[config.mk]
export PLATFORM = sky130hd
export DESIGN_NAME = upgrade_pickup_mgr
export DESIGN_NICKNAME = d
export VERILOG_FILES = /design/src/rtl/upgrade_pkg.sv /design/src/rtl/box_hit.sv /design/src/rtl/upgrade_pickup_mgr.sv
export SDC_FILE = /design/constraint.sdc
export NUM_CORES = 1
export LEC_CHECK = 0
export ABC_AREA = 1
export BUFFER_PORTS_ARGS = -buffer_cell sky130_fd_sc_hd__buf_4
export CORE_MARGIN = 4
export CORE_UTILIZATION = 35
export DETAILED_ROUTE_END_ITERATION = 16
export PLACE_DENSITY = 0.59
export SYNTH_ARGS = -nofsm -noshare
export SYNTH_HDL_FRONTEND = slang
export SYNTH_HIERARCHICAL = 1
export SYNTH_SLANG_ARGS = --single-unit
[constraint.sdc]
create_clock -name frame_clk -period 1 [get_ports frame_clk]
set_input_delay 0.15 -clock frame_clk [delete_from_list [all_inputs] [get_ports frame_clk]]
set_output_delay 0.15 -clock frame_clk [all_outputs]
set_load 0.02 [all_outputs]
[src/rtl/upgrade_pkg.sv]
// rtl/upgrade_pkg.sv - shared state encoding and frame defaults for the upgrade pickup manager
package upgrade_pkg;

   typedef enum logic [1:0] {
      HIDDEN  = 2'd0,
      ACTIVE  = 2'd1,
      HELD    = 2'd2,
      RESPAWN = 2'd3
   } pickup_state_e;

   localparam int HOLD_FRAMES_DEF    = 600;
   localparam int RESPAWN_FRAMES_DEF = 300;

endpackage

[src/rtl/box_hit.sv]
// rtl/box_hit.sv - inclusive box overlap test of one ship centre against the pickup
module box_hit #(
   parameter int COORD_W = 10
) (
   input  logic [COORD_W-1:0] px,
   input  logic [COORD_W-1:0] py,
   input  logic [COORD_W-1:0] cx,
   input  logic [COORD_W-1:0] cy,
   input  logic [COORD_W-1:0] size,
   output logic               hit
);

   logic [COORD_W:0] lo_x, hi_x, lo_y, hi_y;

   // One extra bit so the upper bound never wraps; lower bound clamps at the screen edge.
   assign lo_x = (size > cx) ? '0 : ({1'b0, cx} - {1'b0, size});
   assign lo_y = (size > cy) ? '0 : ({1'b0, cy} - {1'b0, size});
   assign hi_x = {1'b0, cx} + {1'b0, size};
   assign hi_y = {1'b0, cy} + {1'b0, size};

   assign hit = ({1'b0, px} >= lo_x) && ({1'b0, px} <= hi_x) &&
                ({1'b0, py} >= lo_y) && ({1'b0, py} <= hi_y);

endmodule

[src/rtl/upgrade_pickup_mgr.sv]
// rtl/upgrade_pickup_mgr.sv - single pickup arbitrated among ships; UPGRADE_TIMEOUT_EN enables timed hold/respawn
module upgrade_pickup_mgr
   import upgrade_pkg::*;
#(
   parameter int NUM_PLAYERS    = 2,
   parameter int COORD_W        = 10,
   parameter int HOLD_FRAMES    = HOLD_FRAMES_DEF,
   parameter int RESPAWN_FRAMES = RESPAWN_FRAMES_DEF,
   parameter int CNT_W          = 10
) (
   input  logic                           frame_clk,
   input  logic                           Reset,
   input  logic                           spawn_en,
   input  logic [NUM_PLAYERS*COORD_W-1:0] player_x,
   input  logic [NUM_PLAYERS*COORD_W-1:0] player_y,
   input  logic [COORD_W-1:0]             pickup_x,
   input  logic [COORD_W-1:0]             pickup_y,
   input  logic [COORD_W-1:0]             pickup_size,
   output logic [NUM_PLAYERS-1:0]         upgraded,
   output logic                           pickup_visible,
   output logic                           was_collected,
   output logic [CNT_W-1:0]               time_left
);

   localparam bit CFG_OK = (HOLD_FRAMES >= 1) && (RESPAWN_FRAMES >= 1) &&
                           (HOLD_FRAMES < 2**CNT_W) && (RESPAWN_FRAMES < 2**CNT_W);

   if (!CFG_OK) begin : g_cfg_err
      $error("upgrade_pickup_mgr: frame counts do not fit CNT_W");
   end

   logic [NUM_PLAYERS-1:0] hits;
   logic [NUM_PLAYERS-1:0] grant;

   for (genvar i = 0; i < NUM_PLAYERS; i++) begin : g_hit
      box_hit #(.COORD_W(COORD_W)) u_box_hit (
         .px   (player_x[i*COORD_W +: COORD_W]),
         .py   (player_y[i*COORD_W +: COORD_W]),
         .cx   (pickup_x),
         .cy   (pickup_y),
         .size (pickup_size),
         .hit  (hits[i])
      );
   end

   // Isolate the lowest set bit: lowest-index ship wins, ties never split.
   assign grant = hits & (~hits + NUM_PLAYERS'(1));

   pickup_state_e          state_q, state_d;
   logic [NUM_PLAYERS-1:0] upgraded_q, upgraded_d;
   logic                   collected_q, collected_d;

`ifdef UPGRADE_TIMEOUT_EN
   logic [CNT_W-1:0] cnt_q, cnt_d;

   always_ff @(posedge frame_clk or posedge Reset) begin
      if (Reset) begin
         cnt_q <= '0;
      end else begin
         cnt_q <= cnt_d;
      end
   end

   assign time_left = ((state_q == HELD) || (state_q == RESPAWN)) ? cnt_q : '0;
`else
   assign time_left = '0;
`endif

   always_ff @(posedge frame_clk or posedge Reset) begin
      if (Reset) begin
         state_q     <= HIDDEN;
         upgraded_q  <= '0;
         collected_q <= 1'b0;
      end else begin
         state_q     <= state_d;
         upgraded_q  <= upgraded_d;
         collected_q <= collected_d;
      end
   end

   always_comb begin
      state_d     = state_q;
      upgraded_d  = upgraded_q;
      collected_d = 1'b0;
`ifdef UPGRADE_TIMEOUT_EN
      cnt_d       = cnt_q;
`endif
      case (state_q)
         HIDDEN: begin
            if (spawn_en) state_d = ACTIVE;
         end
         ACTIVE: begin
            if (!spawn_en) begin
               state_d = HIDDEN;
            end else if (|hits) begin
               state_d     = HELD;
               upgraded_d  = grant;
               collected_d = 1'b1;
`ifdef UPGRADE_TIMEOUT_EN
               cnt_d       = CNT_W'(HOLD_FRAMES - 1);
`endif
            end
         end
         HELD: begin
`ifdef UPGRADE_TIMEOUT_EN
            if (cnt_q == '0) begin
               state_d    = RESPAWN;
               upgraded_d = '0;
               cnt_d      = CNT_W'(RESPAWN_FRAMES - 1);
            end else begin
               cnt_d = cnt_q - CNT_W'(1);
            end
`endif
         end
         RESPAWN: begin
`ifdef UPGRADE_TIMEOUT_EN
            if (cnt_q == '0) begin
               state_d = spawn_en ? ACTIVE : HIDDEN;
            end else begin
               cnt_d = cnt_q - CNT_W'(1);
            end
`else
            state_d = HIDDEN;
`endif
         end
         default: state_d = HIDDEN;
      endcase
   end

   assign upgraded       = upgraded_q;
   assign was_collected  = collected_q;
   assign pickup_visible = (state_q == ACTIVE);

endmodule

==> flow_metrics.tcl <==
set metrics [dict create \
    core_area_um2 18000 \
    ioPinCount 87 \
    fin_tns_setup_ns -8.77 \
    root_buffer "clkbuf_16" \
    clkPwrFrac 0.085 \
    synth-edff-count 0 \
    routabilityCongestion 0.915 \
    clk_pin_slew_ns 0.03 \
    p_leak_nw 5.39 \
    synth_area_leaders "ha_1 (31%), nand2_1 (15%), inv_1 (9.4%), nand3_1 (6.4%), a21oi_1 (6.4%)" \
    path_max_fanout 4 \
    cts_htree_levels 1 \
    timing.max_cap.violations 0 \
    placed_cells_incl_taps 1523 \
    cp.buffers_inverters 5 \
    clock.fmax_mhz 356 \
    preCtsSetupSlack_ns -2.38 \
    grt_usage 0.201 \
    hold_viol 0 \
    synth_seq_cells 5 \
    grt_max_degree 9 \
    finalNetCount 1571 \
    pwr-share-comb 0.888 \
    holdWs_ns 0.184 \
    fp.dieW_um 143 \
    total_power_mw 7.77 \
    seq_power_share 0.026 \
    drc 0 \
    cts_tree "yes" \
    antenna_found_initial 0 \
    synth_flop_cell "dfrtp_1" \
    synth-async-reset-ratio 1.00 \
    layout_setup_ws_ns -1.81 \
    clk_latency_ns 0.23 \
    antenna_left 0 \
    peakVddDrop_uv 1030 \
    drv_slew 0 \
    violations "setup timing" \
    routed_via_density 4.77 \
    end_kind "flip-flop" \
    vias 7433 \
    status "complete, but fails checks" \
    crit_family "simple AND/OR/NAND/NOR gates" \
    intPower_mw 4.03 \
    dieArea_um2 20400 \
    pwr_density_cell_nw_per_um2 762 \
    ys_types 50 \
    syn_inst 1019 \
    timing.final.crit_share 2.81 \
    arrival_ns 2.92 \
    drt_iter0_markers 344 \
    clock_sinks 5 \
    yosysTopAreaCell "ha_1" \
    cp_cell_sequence "buf_8, clkinvlp_4, buf_6, buf_12, fa_2, inv_2, nand3_2, nand3_4, a21oi_1, xor2_1, ha_1, a21oi_2, o21bai_1, a21oi_2, nor2_2, nor2_4, nand3_4, nor2_4, nand4_1, nand2_1, nand2_1" \
    grt_pass1_vias 7340 \
    startpoint_type "input port" \
    worst_hold_path_type "input port to flip-flop" \
    overflow 0 \
    yosys_warnings 6 \
    synthToLayoutAreaGrowth_pct 60.1 \
    clock_skew_ns 0.000209 \
    critical_path_class "input port to flip-flop" \
    drive_above_1_share 0.428 \
    drt_pre_antenna_iters 4 \
    slowest_delay_ns 0.36 \
    switching_share 0.481 \
    initial_utilization 0.355 \
    final.min_clock_period_ns 2.81 \
    drt-wirelength-per-cell_um 13.9 \
    wl_um 21700 \
    io_buffers 76 \
    seq_area_frac_synth 0.0196 \
    rsz0062_at_grt "yes" \
    cts_buffer_depth 2 \
    finalSetupViolCount 6 \
    synth_top_cell_area_share 0.314 \
    die_y_um 143 \
    netSwitchingPower_mw 3.74 \
    yosysMostFrequentCell "nand2_1" \
    synth_area_um2 6370 \
    insertedDiodeCount 0 \
    grt_pass1_wl_um 34200 \
    synth_commonest_cells "nand2_1 (251), ha_1 (160), inv_1 (159)" \
    avgSynthCellArea_um2 6.25 \
    worstPathRequired_ns 1.12 \
    numCtsBuffers 3 \
    crit_path_top_delay_cell "fa_2" \
    fin_cells 1558 \
    dpl.hpwl_um 18300 \
    row_count 49 \
]
[cell families after synthesis]
group	share of synthesized area
DFF	0.0196
AOI/OAI and AO/OA	0.128
buffers and inverters	0.145
adders and majority gates	0.339
other	0.000589
xor gates and xnor gates	0.0412
and+or+nand+nor	0.326
[power groups by stage]
stage,Clock [mW],Combinational [mW],Sequential (mW)
after floorplan,0,3.39,0.206
after global placement,0,5.61,0.206
after detailed placement,0,5.69,0.206
after CTS,0.673,6.22,0.204
after global routing,0.684,7.72,0.203
final,0.664,6.91,0.204
[flip-flops by register name, indices dropped and copies added, names as in the netlist]
register / count
was_collected: 1
upgraded: 2
state_q: 2
[metrics by stage]
stage / instance area, µm² / util
after floorplan: 6440 / -
after global placement: 8740 / 0.487
after detailed placement: 8740 / 0.487
after CTS: 9480 / 0.528
after global routing: 10200 / 0.568
final: 10200 / 0.568
[routing by layer]
metal,share of wire,global-route usage,vias up
met2,0.49,0.367,122
met3,0.029,0.00670,29
met4,0.026,0.0455,0
li1,-,-,3910
met1,0.45,0.263,3372
met5,0,0,-
[placed cells by master (no fill, tap or decap), types with 4 or more instances in the layout]
cell / n
nand4_1: 13
nor2_4: 10
o21bai_1: 7
nand3_4: 4
a21oi_1: 58
xnor2_1: 4
inv_4: 5
nand3_2: 27
conb_1: 10
ha_4: 40
or2_2: 12
buf_12: 7
buf_6: 10
inv_1: 140
nor2_2: 14
fa_2: 8
xor2_1: 24
dfrtp_1: 5
a21o_1: 8
nand3_1: 56
ha_1: 116
nand2_1: 219
ha_2: 4
o21ai_0: 15
nand2_2: 32
inv_2: 23
a21oi_2: 26
a31oi_1: 4
buf_4: 311
nor2_1: 56
nor3_2: 6
o21ai_1: 4
[worst reg2reg max path: stages (launching register included)]
cell and delay (ns):
dfrtp_1 0.36, inv_2 0.05, buf_4 0.13, buf_4 0.13
nor2_2 0.09, nor2_1 0.04
[worst paths after layout]
kind,endpoint,startpoint,cells past startpoint,slack (ns)
worst max-delay path,upgraded[0]$_DFFE_PP0P_,pickup_size[1],21,-1.81
worst min register to register,upgraded[0]$_DFFE_PP0P_,upgraded[0]$_DFFE_PP0P_,2,0.48
min in group asynchronous,state_q[0]$_DFFE_PP0P_,Reset,3,0.38
worst max register to register,state_q[0]$_DFFE_PP0P_,state_q[0]$_DFFE_PP0P_,5,0.10
max in group asynchronous,state_q[1]$_DFFE_PP0P_,Reset,3,0.46
worst min-delay path,state_q[0]$_DFFE_PP0P_,spawn_en,3,0.18
[repair_timing]
action	in CTS	in global routing
hold buffers	1	0
cloned	1	0
setup endpoints to repair	6	6
pin swaps	45	75
resized for setup	111	131
setup buffers	16	13
hold endpoints to repair	5	0
[area by class of cell]
type	count	area, µm²
tap	229	287
timing repair inverter	1	7.51
multi-input combinational	818	6420
fill	1713	7760
timing repair buffer	330	2610
sequential	5	125
clock buffer	4	78.8
inverter	171	667
No activity file was read; power rests on OpenSTA's default activity.
